**src/rtl/muldiv_sequencer.sv**
```systemverilog
// Iterative 32-cycle multiply/divide unit beside the EX-stage ALU.
// Owns HI/LO and raises a stall interlock while an operation is in flight.
module muldiv_sequencer #(
  parameter int WIDTH = 32
) (
  input  logic             clk_i,
  input  logic             rst_i,
  input  logic             start_i,
  input  logic [1:0]       op_i,
  input  logic [WIDTH-1:0] operandA_i,
  input  logic [WIDTH-1:0] operandB_i,
  input  logic             flush_i,
  input  logic             mf_req_i,
  input  logic             mthi_i,
  input  logic             mtlo_i,
  input  logic [WIDTH-1:0] mt_data_i,
  output logic [WIDTH-1:0] hi_o,
  output logic [WIDTH-1:0] lo_o,
  output logic             busy_o,
  output logic             stall_o,
  output logic             done_o
);

  localparam int CW = $clog2(WIDTH);

  typedef enum logic [1:0] {IDLE, CALC, FIX} state_t;

  state_t             state_q, state_d;
  logic [CW-1:0]      count_q, count_d;
  logic               isDiv_q, isDiv_d;
  logic               signA_q, signA_d;
  logic               signB_q, signB_d;
  logic               divZero_q, divZero_d;
  logic [WIDTH-1:0]   aRaw_q, aRaw_d;
  logic [WIDTH-1:0]   oper_q, oper_d;
  logic [2*WIDTH-1:0] prod_q, prod_d;
  logic [WIDTH-1:0]   hi_q, hi_d;
  logic [WIDTH-1:0]   lo_q, lo_d;
  logic               busy_q, busy_d;
  logic               done_q, done_d;

  logic               opSigned;
  logic               newSignA, newSignB;
  logic [WIDTH-1:0]   magA, magB;
  logic [WIDTH:0]     addSum;
  logic [2*WIDTH-1:0] mulStep;
  logic [WIDTH:0]     divShift;
  logic               divGe;
  logic [WIDTH-1:0]   divDiff;
  logic [2*WIDTH-1:0] divStep;
  logic [2*WIDTH-1:0] prodNeg;
  logic [WIDTH-1:0]   quoNeg, remNeg;

  assign opSigned = ~op_i[0];
  assign newSignA = opSigned & operandA_i[WIDTH-1];
  assign newSignB = opSigned & operandB_i[WIDTH-1];
  assign magA     = newSignA ? -operandA_i : operandA_i;
  assign magB     = newSignB ? -operandB_i : operandB_i;

  // Multiply: upper half accumulates the multiplicand, lower half holds the remaining multiplier bits.
  assign addSum  = {1'b0, prod_q[2*WIDTH-1:WIDTH]} + {1'b0, oper_q};
  assign mulStep = prod_q[0] ? {addSum, prod_q[WIDTH-1:1]} : {1'b0, prod_q[2*WIDTH-1:1]};

  // Divide: upper half is the partial remainder, lower half shifts dividend out and quotient in.
  assign divShift = prod_q[2*WIDTH-1:WIDTH-1];
  assign divGe    = divShift >= {1'b0, oper_q};
  assign divDiff  = divShift[WIDTH-1:0] - oper_q;
  assign divStep  = divGe ? {divDiff, prod_q[WIDTH-2:0], 1'b1}
                          : {divShift[WIDTH-1:0], prod_q[WIDTH-2:0], 1'b0};

  assign prodNeg = -prod_q;
  assign quoNeg  = -prod_q[WIDTH-1:0];
  assign remNeg  = -prod_q[2*WIDTH-1:WIDTH];

  always_comb begin
    state_d   = state_q;
    count_d   = count_q;
    isDiv_d   = isDiv_q;
    signA_d   = signA_q;
    signB_d   = signB_q;
    divZero_d = divZero_q;
    aRaw_d    = aRaw_q;
    oper_d    = oper_q;
    prod_d    = prod_q;
    hi_d      = hi_q;
    lo_d      = lo_q;
    done_d    = 1'b0;

    case (state_q)
      IDLE: begin
        if (start_i) begin
          isDiv_d   = op_i[1];
          signA_d   = newSignA;
          signB_d   = newSignB;
          divZero_d = op_i[1] & (operandB_i == '0);
          aRaw_d    = operandA_i;
          oper_d    = op_i[1] ? magB : magA;
          prod_d    = {{WIDTH{1'b0}}, (op_i[1] ? magA : magB)};
          count_d   = '0;
          state_d   = CALC;
        end else begin
          if (mthi_i) hi_d = mt_data_i;
          if (mtlo_i) lo_d = mt_data_i;
        end
      end
      CALC: begin
        prod_d  = isDiv_q ? divStep : mulStep;
        count_d = count_q + 1'b1;
        if (count_q == CW'(WIDTH - 1)) state_d = FIX;
      end
      FIX: begin
        if (!isDiv_q) begin
          {hi_d, lo_d} = (signA_q ^ signB_q) ? prodNeg : prod_q;
        end else if (divZero_q) begin
          lo_d = '1;
          hi_d = aRaw_q;
        end else begin
          lo_d = (signA_q ^ signB_q) ? quoNeg : prod_q[WIDTH-1:0];
          hi_d = signA_q ? remNeg : prod_q[2*WIDTH-1:WIDTH];
        end
        done_d  = 1'b1;
        state_d = IDLE;
      end
      default: state_d = IDLE;
    endcase

    // A flush kills whatever EX holds, including a start or an MTHI/MTLO this cycle.
    if (flush_i) begin
      state_d = IDLE;
      hi_d    = hi_q;
      lo_d    = lo_q;
      done_d  = 1'b0;
      prod_d  = prod_q;
      count_d = count_q;
    end

    busy_d = (state_d != IDLE);
  end

  always_ff @(posedge clk_i) begin
    if (rst_i) begin
      state_q   <= IDLE;
      count_q   <= '0;
      isDiv_q   <= 1'b0;
      signA_q   <= 1'b0;
      signB_q   <= 1'b0;
      divZero_q <= 1'b0;
      aRaw_q    <= '0;
      oper_q    <= '0;
      prod_q    <= '0;
      hi_q      <= '0;
      lo_q      <= '0;
      busy_q    <= 1'b0;
      done_q    <= 1'b0;
    end else begin
      state_q   <= state_d;
      count_q   <= count_d;
      isDiv_q   <= isDiv_d;
      signA_q   <= signA_d;
      signB_q   <= signB_d;
      divZero_q <= divZero_d;
      aRaw_q    <= aRaw_d;
      oper_q    <= oper_d;
      prod_q    <= prod_d;
      hi_q      <= hi_d;
      lo_q      <= lo_d;
      busy_q    <= busy_d;
      done_q    <= done_d;
    end
  end

  assign hi_o    = hi_q;
  assign lo_o    = lo_q;
  assign busy_o  = busy_q;
  assign done_o  = done_q;
  assign stall_o = busy_q & (start_i | mf_req_i | mthi_i | mtlo_i);

endmodule

```
**config.mk**
```make
export PLATFORM = sky130hd
export DESIGN_NAME = muldiv_sequencer
export DESIGN_NICKNAME = d
export VERILOG_FILES = /design/src/rtl/muldiv_sequencer.sv
export SDC_FILE = /design/constraint.sdc
export NUM_CORES = 1
export LEC_CHECK = 0
export CAP_MARGIN = 20
export CORE_UTILIZATION = 55
export CTS_CLUSTER_DIAMETER = 30
export DETAILED_ROUTE_END_ITERATION = 6
export GPL_TIMING_DRIVEN = 0
export PLACE_DENSITY = 0.79
export SETUP_SLACK_MARGIN = 0.1
export SYNTH_ARGS = -nofsm -noshare
export SYNTH_HDL_FRONTEND = slang
export SYNTH_SLANG_ARGS = --single-unit
```
**constraint.sdc**
```tcl
create_clock -name clk_i -period 7.6 [get_ports clk_i]
set_input_delay 1.14 -clock clk_i [delete_from_list [all_inputs] [get_ports clk_i]]
set_output_delay 1.14 -clock clk_i [all_outputs]
set_load 0.05 [all_outputs]
```
# Word-level counts from Yosys, hierarchy flattened
# Cells that the tools add are included.
[word_totals]
regBits = 205
inputBits = 105
output_inout_bits = 67
[classes]
n_reduce_logical = 10
n_bitwise = 10
n_mux = 29
order_cmp = 1
eq_ne = 7
addsub = 8
[op_table]
columns = ["op", "count"]
rows = [
  ["$mux 32", 14],
  ["$mux 64", 5],
  ["$neg 32->32", 4],
  ["$pmux 32 s2", 2],
  ["$pmux 64 s2", 1],
  ["$neg 64->64", 1],
  ["$add 32x32->33", 1],
  ["$ge 33x32->1", 1],
  ["$logic_not 32->1", 1],
  ["$sub 32x32->32", 1],
  ["$pmux 5 s2", 1],
  ["$ne 2x2->1 const B", 4],
  ["$reduce_and 4->1", 2],
  ["$mux 2", 3],
  ["$reduce_bool 2->1", 3],
  ["$add 5x1->5 const B", 1],
  ["$eq 5x5->1 const B", 1],
  ["$mux 5", 1],
  ["$and 1x1->1", 4],
  ["$pmux 2 s2", 1],
  ["$or 1x1->1", 3],
  ["$reduce_and 3->1", 1],
  ["$eq 2x1->1 const B", 1],
  ["$eq 2x2->1 const B", 1],
  ["other kinds (6)", 7],
]

# Logic depth before layout (Yosys ltp)
# Gate-level depths: netlist of the first run.
[logic_depth]
word_depth = 6
depth_mapped = 14

# Least setup slack after synthesis of the first run
# OpenSTA, ideal clock, no wires.
[synth_timing]
kind = "in2reg"
start = "input port operandA_i[4]"
end = "register prod_q[21]"
t_arrival_ns = 3.480
slack_ns = 3.992
setup_time_ns = 0.128
cell_stages = 9
path_cell_list = "or4_1 or4_1 nor4_2 nand2_1 o41ai_1 xor2_1 a21oi_1 o22ai_1 nor2_1"
[synth_between]
elab_chain_len = 5
[synth_rtl]
columns = ["element", "line_no", "rtl"]
rows = [
  ["start: declaration", "10", "input logic [WIDTH-1:0] operandA_i,"],
  ["$neg 32->32", "57", "assign magA = newSignA ? -operandA_i : operandA_i;"],
  ["$mux 32", "57", ""],
  ["$mux 32", "98", "prod_d = {{WIDTH{1'b0}}, (op_i[1] ? magA : magB)};"],
  ["$mux 64", "91", "if (start_i) begin"],
  ["$pmux 64 s2", "89", "case (state_q)"],
  ["end signal: assignment", "164", "prod_q <= prod_d;"],
  ["end: declaration", "36", "logic [2*WIDTH-1:0] prod_q, prod_d;"],
]
# No other way between the ends. The select of a mux whose other input is x is not followed.
# A chain may end at the register's enable or synchronous reset.

# Final worst setup path of the first run
[layout_timing]
start = "register oper_q[21]"
end = "register prod_q[60]"
[layout_between]
elab_chain_len = 4
word_cells_on_any_way = 7
[layout_rtl]
columns = ["element", "line_no", "rtl"]
rows = [
  ["start: declaration", "35", "logic [WIDTH-1:0] oper_q, oper_d;"],
  ["start signal: assignment", "163", "oper_q <= oper_d;"],
  ["$add 32x32->33, or another cell as far along", "61", "assign addSum = {1'b0, prod_q[2*WIDTH-1:WIDTH]} + {1'b0, oper_q};"],
  ["$mux 64, on equally long branches", "62, 68", ""],
  ["$mux 64 *", "107", "prod_d = isDiv_q ? divStep : mulStep;"],
  ["$pmux 64 s2 *", "89", ""],
]
# Every way passes the cells marked *; elsewhere a longest branch is shown, timed or not.

==> run_results.csv, run 1 <==
group,metric,value,unit
synth,async_flop_share,0,%
floorplan,core-area,0.02995,mm²
worst_setup_path,reg2regPathDepth,14,
layout,fin_nets,2763,
sta,worst_slack,2684,ps
route,routedWlPerCell,27.28,µm
sta,slew_headroom,25.34,%
worst_setup_path,crit_path_end_kind,"register",
synth,synth_area,0.01696,mm²
floorplan,die_area,0.03154,mm²
route,detail_route.iter0.violations,3101,
status,status,"complete, but fails checks",
job,drv_cap,0,
synth,seq_area_frac_synth,24.20,%
clock_network,numCtsBuffers,44,
placed_design,dpl.hpwl,64.01,mm
worst_setup_path,rrSetupSlack,2680,ps
route,antenna_left,0,
worst_setup_path,crit_chain,"inv_1 -> ha_1 -> clkbuf_1 -> nand4_1 -> nor4_1 -> o311ai_0 -> o211ai_1 -> o21ai_0 -> o221ai_1 -> clkbuf_1 -> buf_2 -> nor2_1 -> a221oi_1 -> o21ai_0",
global_routing,grtUsageTotal,50.79,%
synth,synthCells,2368,
worst_setup_path,required,8000,ps
pwr,vdd_ir_drop_max,0.0001848,V
sta,setup_viol,0,
layout,drive_above_1_share,4.704,%
pwr,p_per_area,197.9,mW/mm²
clock_network,ctsHoldBuffers,0,
clock_network,clock-sinks,205,
clock_network,cts_max_level,2,
clock_network,clk_pin_slew,50,ps
layout,syn_to_final_growth,21.79,%
min_path,min-delay-path-class,"reg2reg",
min_path,hold-path-cell-count,2,
pwr,p_leak,7.945,nW
route,dr_total_vias,21120,
min_path,min_to,"lo_o[31]$_SDFFE_PP0P_",
floorplan,chipWidth,177.6,µm
synth,synth_commonest_cells,"nand2_1, a21oi_1, dfxtp_1",
sta,maxSlewViolCount,0,
synth,synth_ff_type,"dfxtp_1",
synth,synth_top_area_share,24.20,%
sta,grt_setup_unrepaired,"no",
clock_network,cts-resized-gates,0,
pwr,design_power_total,4.088,mW
worst_setup_path,slowest_delay,640,ps
synth,yosysMostFrequentCell,"nand2_1",
placed_design,dp_slack,2713,ps
worst_setup_path,r2r-start,"oper_q[21]$_SDFFE_PP0P_",
synth,syn_avg_cell_area,7.161,µm²
placed_design,gp_congestion,1.109,
clock_network,clockBufferDepth,3,
sta,fmax,0.2034,GHz
synth,ys_types,80,
clock_network,clkLatencyLatePin,550,ps
worst_setup_path,slowest_stage,"clkbuf_1",
status,violations,"design-rule violations",
min_path,min_from,"lo_o[31]$_SDFFE_PP0P_",
floorplan,rows,63,
placed_design,io_buffers,169,
worst_setup_path,path_max_fanout,10,
worst_setup_path,worstSetupStartpoint,"oper_q[21]$_SDFFE_PP0P_",
sta,period_share,64.69,%
global_routing,grt_max_degree,13,
floorplan,initial_utilization,56.61,%
synth,synthTopCellsByArea,"dfxtp_1, a21oi_1, nand2_1, ha_1, xnor2_1",
worst_setup_path,critical_path_class,"reg2reg",
sta,clock_skew,35.32,ps
clock_network,cts_root_buf,"clkbuf_16",
synth,synth-edff-count,0,
sta,finalHoldViolCount,0,
worst_setup_path,start_kind,"register",
route,drt_wl_total,82.03,mm
worst_setup_path,timing.rr.end,"prod_q[60]$_SDFFE_PP0P_",
floorplan,ioPinCount,172,
synth,yosysTopAreaCell,"dfxtp_1",
clock_network,cts_setup_buffers,0,
synth,yosysWarnings,0,
global_routing,first_global_vias,19890,
sta,hold-worst-slack,454.3,ps
floorplan,dieHeight,177.6,µm
synth,ys_ff_latch,205,
worst_setup_path,worstPathArrival,5320,ps
global_routing,grt_pass1_wl,119.3,mm
sta,tightest_slew,1120,ps
layout,final_util,68.95,%
route,vias_per_cell,7.023,
route,drtPass1Iterations,7,
global_routing,antenna_found_initial,2,
sta,fin_setup_tns,0,ps
global_routing,gr-total-overflow,0,
synth,syn_nets,2545,
sta,layout_min_cycle_time,4916,ps
clock_network,cts_tree,"built",
route,post-route-drc-count,5,
==> logic make-up (layout without fill, tap and decap cells) <==
logic type | count (synthesis) | count (layout) | synth area share (%)
compound gates | 776 | 776 | 29.59
xor+xnor | 182 | 182 | 9.400
fa+ha+maj | 72 | 72 | 5.401
buf+inv | 265 | 512 | 5.903
flops | 205 | 205 | 24.20
mux | 69 | 69 | 4.154
other cells | 0 | 2 | 0
simple gates | 799 | 799 | 21.35
==> power by group <==
group          switching [mW]  total (mW)  internal (mW)
registers              0.0784        1.21           1.13
clock network           0.664        1.91           1.24
logic                   0.646       0.971          0.324
total                    1.39        4.09           2.70
==> cells in the final DEF (no fill, tap or decap), types with 70 or more instances in the layout <==
master / Yosys / final
nand2_1: 333 / 333
a21oi_1: 257 / 257
dfxtp_1: 205 / 205
nor2_1: 197 / 197
clkdlybuf4s50_1: 0 / 169
clkbuf_1: 166 / 168
o21ai_0: 137 / 137
xnor2_1: 93 / 93
xor2_1: 89 / 89
inv_1: 80 / 80
nor3_1: 72 / 70
ha_1: 70 / 70
==> metrics by stage <==
stage | std cells | area, µm²
2_1_floorplan | 2368 | 16960
3_3_place_gp | 2927 | 19140
3_5_place_dp | 2930 | 19170
4_1_cts | 3005 | 20650
5_1_grt | 3006 | 20650
6_report | 3007 | 20650
==> worst max-delay path, delay by kind of cell (launching register included) <==
kind	cells	cell delay, ps
buffers and inverters	4	1540
adder cells (fa/ha/maj)	1	280
flip-flops	1	490
AND/OR/NAND/NOR	3	910
AO/OA/AOI/OAI	6	1550
==> how the worst max path moves through the flow <==
stage	endpoint	slack, ps
floorplan	prod_q[21]$_SDFFE_PP0P_	3990
global placement	prod_q[21]$_SDFFE_PP0P_	2690
detailed placement	prod_q[21]$_SDFFE_PP0P_	2710
CTS	prod_q[60]$_SDFFE_PP0P_	3010
global route	prod_q[60]$_SDFFE_PP0P_	2630
finish	prod_q[60]$_SDFFE_PP0P_	2680
==> layout make-up <==
class                   instances  area [µm²]
well taps                     390       488.0
clock buffers                  54        1219
inverters                      82       307.8
plain buffers                 183       693.2
flip-flops and latches        205        4104
repair buffers                172        1718
multi-input cells            1898       11860
fillers                      2548        9301
clock inverters                21       255.2
diodes                          2       5.005
==> sequential cells by signal, indices dropped and copies added (netlist names) <==
| signal | flops |
|---|---|
| signB_q | 1 |
| busy_o | 1 |
| count_q | 5 |
| aRaw_q | 32 |
| hi_o | 32 |
| lo_o | 32 |
| state_q | 2 |
| isDiv_q | 1 |
| done_o | 1 |
| signA_q | 1 |
| oper_q | 32 |
| divZero_q | 1 |
| prod_q | 64 |
==> per-layer routing <==
| layer | track usage [%] | vias up | wire (µm) |
|---|---|---|---|
| met5 | 0 | - | 13 |
| met4 | 36.29 | 2 | 6861 |
| met3 | 15.98 | 526 | 11960 |
| met2 | 76.71 | 1848 | 34240 |
| met1 | 60.80 | 9695 | 28960 |
| li1 | - | 9047 | - |
Note: power is estimated with default switching activity, not from simulation.
==> inputs of run 2 (changes only) <==
CORE_UTILIZATION = 53   (was 55)
clock period = 4 ns   (was 7.6 ns; I/O delays follow)
==> run 2 against run 1 <==
The run still ends with design-rule violations left. Flip-flop and latch count unchanged. Die area increased by 3.7%. Clock power increased by 100%. Worst hold slack got worse by 1.8 ps. Combinational power increased by 91%. Largest power group unchanged.
==> run_results.csv, run 2 (same netlist as run 1, synthesis figures left out) <==
group,metric,value,unit
floorplan,chipWidth,180.9,µm
sta,maxSlewViolCount,0,
worst_setup_path,required,4360,ps
pwr,p_leak,8.079,nW
placed_design,dp_cells,2943,
sta,worst_slack,88.14,ps
clock_network,clock-sinks,205,
sta,fmax,0.2556,GHz
pwr,vdd_ir_drop_max,0.0002876,V
global_routing,gr-total-overflow,0,
job,drv_cap,0,
pwr,p_per_area,382.8,mW/mm²
layout,diodes,0,
layout,largest_reg_flops,64,
worst_setup_path,critical_path_class,"in2reg",
sta,grt_setup_unrepaired,"yes",
min_path,min_from,"lo_o[3]$_SDFFE_PP0P_",
layout,nFillCells,2673,
layout,fin_nets,2770,
status,violations,"design-rule violations",
floorplan,initial_utilization,53.74,%
sta,clock_skew,21.22,ps
clock_network,clkLatencyLatePin,560,ps
layout,final_common_cell,"nand2_1",
worst_setup_path,timing.rr.end,"hi_o[6]$_SDFFE_PP0P_",
layout,final_cells,3035,
route,dr_total_vias,21200,
clock_network,numCtsBuffers,48,
clock_network,cts_root_buf,"clkbuf_16",
sta,finalHoldViolCount,0,
sta,layout_min_cycle_time,3912,ps
placed_design,dp_slack,-672.4,ps
worst_setup_path,path_max_fanout,7,
min_path,min-delay-path-class,"reg2reg",
floorplan,dieHeight,180.9,µm
floorplan,ioPinCount,172,
worst_setup_path,rrSetupSlack,100,ps
status,status,"complete, but fails checks",
layout,regMostFlops,"prod_q",
route,routedWlPerCell,27.71,µm
sta,period_share,97.80,%
sta,fin_setup_tns,0,ps
worst_setup_path,start_kind,"input port",
worst_setup_path,r2r-start,"prod_q[0]$_SDFFE_PP0P_",
floorplan,die_area,0.03271,mm²
clock_network,cts_tree,"built",
clock_network,clockBufferDepth,3,
route,antenna_left,0,
worst_setup_path,crit_path_end_kind,"register",
layout,syn_to_final_growth,23.32,%
floorplan,rows,65,
route,detail_route.iter0.violations,3295,
placed_design,io_buffers,169,
worst_setup_path,worstPathArrival,4280,ps
clock_network,cts_max_level,2,
route,drt_wl_total,84.10,mm
min_path,min_to,"lo_o[3]$_SDFFE_PP0P_",
min_path,hold-path-cell-count,2,
global_routing,first_global_vias,19970,
global_routing,grt_pass1_wl,123.1,mm
worst_setup_path,reg2regPathDepth,13,
route,drtPass1Iterations,7,
route,vias_per_cell,6.986,
global_routing,grtUsageTotal,49.80,%
sta,slew_headroom,18.09,%
global_routing,antenna_found_initial,0,
layout,mostFrequentLayoutCells,"nand2_1, a21oi_1, dfxtp_1",
global_routing,grt_max_degree,14,
layout,final_util,66.27,%
sta,tightest_slew,1220,ps
floorplan,core-area,0.03156,mm²
clock_network,clk_pin_slew,50,ps
sta,setup_viol,0,
placed_design,dpl.hpwl,65.47,mm
layout,drive_above_1_share,6.229,%
route,post-route-drc-count,5,
placed_design,gp_congestion,1.119,
## run 2: how the worst max path moves through the flow
stage,from,end,slack [ps],depth (start not counted)
after floorplan,prod_q[32]$_SDFFE_PP0P_,prod_q[61]$_SDFFE_PP0P_,690,12
after global placement,operandA_i[4],oper_q[21]$_SDFFE_PP0P_,-750,10
after detailed placement,operandA_i[4],oper_q[21]$_SDFFE_PP0P_,-670,10
after CTS,oper_q[18]$_SDFFE_PP0P_,prod_q[60]$_SDFFE_PP0P_,40,14
after global routing,prod_q[33]$_SDFFE_PP0P_,prod_q[60]$_SDFFE_PP0P_,-7,11
final,operandA_i[4],oper_q[30]$_SDFFE_PP0P_,90,9
## run 2: timing repair
action,in CTS,in global routing
pin swaps,0,5
hold buffers,0,0
resized for setup,9,28
endpoints found under the setup margin,34,57
setup buffers,0,5
## run 2: cell type report
| type | count | area, µm² | share of cell area, % |
|---|---|---|---|
| flip-flops and latches | 205 | 4108 | 19.64 |
| inverters | 82 | 307.8 | 1.472 |
| plain buffers | 180 | 704.4 | 3.368 |
| multi-input cells | 1898 | 11930 | 57.04 |
| clock buffers | 56 | 1291 | 6.174 |
| repair buffers | 178 | 1757 | 8.400 |
| well taps | 402 | 503.0 | 2.405 |
| clock inverters | 34 | 312.8 | 1.496 |
## run 2: where the power goes
group | total, mW | switching, mW | leakage (nW) | internal (mW)
clock | 3.85 | 1.38 | 0.789 | 2.47
combinational | 1.85 | 1.23 | 5.61 | 0.625
sequential | 2.30 | 0.147 | 1.68 | 2.15
## run 2: per-stage QoR
stage          total power [mW]  area [µm²]  hold WS, ps
6_report                  8.005       20910        452.5
5_1_grt                   8.153       20910        477.7
4_1_cts                   7.850       20820        450.4
3_5_place_dp              4.057       19180        446.8
3_3_place_gp              4.026       19150        441.5
2_1_floorplan             3.343       16960        431.2
## run 2: layer usage
| metal | wire length, µm | global-route usage (%) | part of all wire [%] |
|---|---|---|---|
| met4 | 7301 | 35.52 | 8.7 |
| met3 | 11630 | 12.72 | 14 |
| met2 | 34970 | 75.29 | 42 |
| met5 | 83 | 1.778 | 0.099 |
| met1 | 30100 | 61.42 | 36 |
## run 2: worst max-delay path: stages
cell	delay, ps
clkdlybuf4s50_1	620
or4_1	690
or4_1	550
nor4_2	400
a21o_1	380
nand2_1	110
xor2_1	200
nand2_1	100
a221oi_1	620
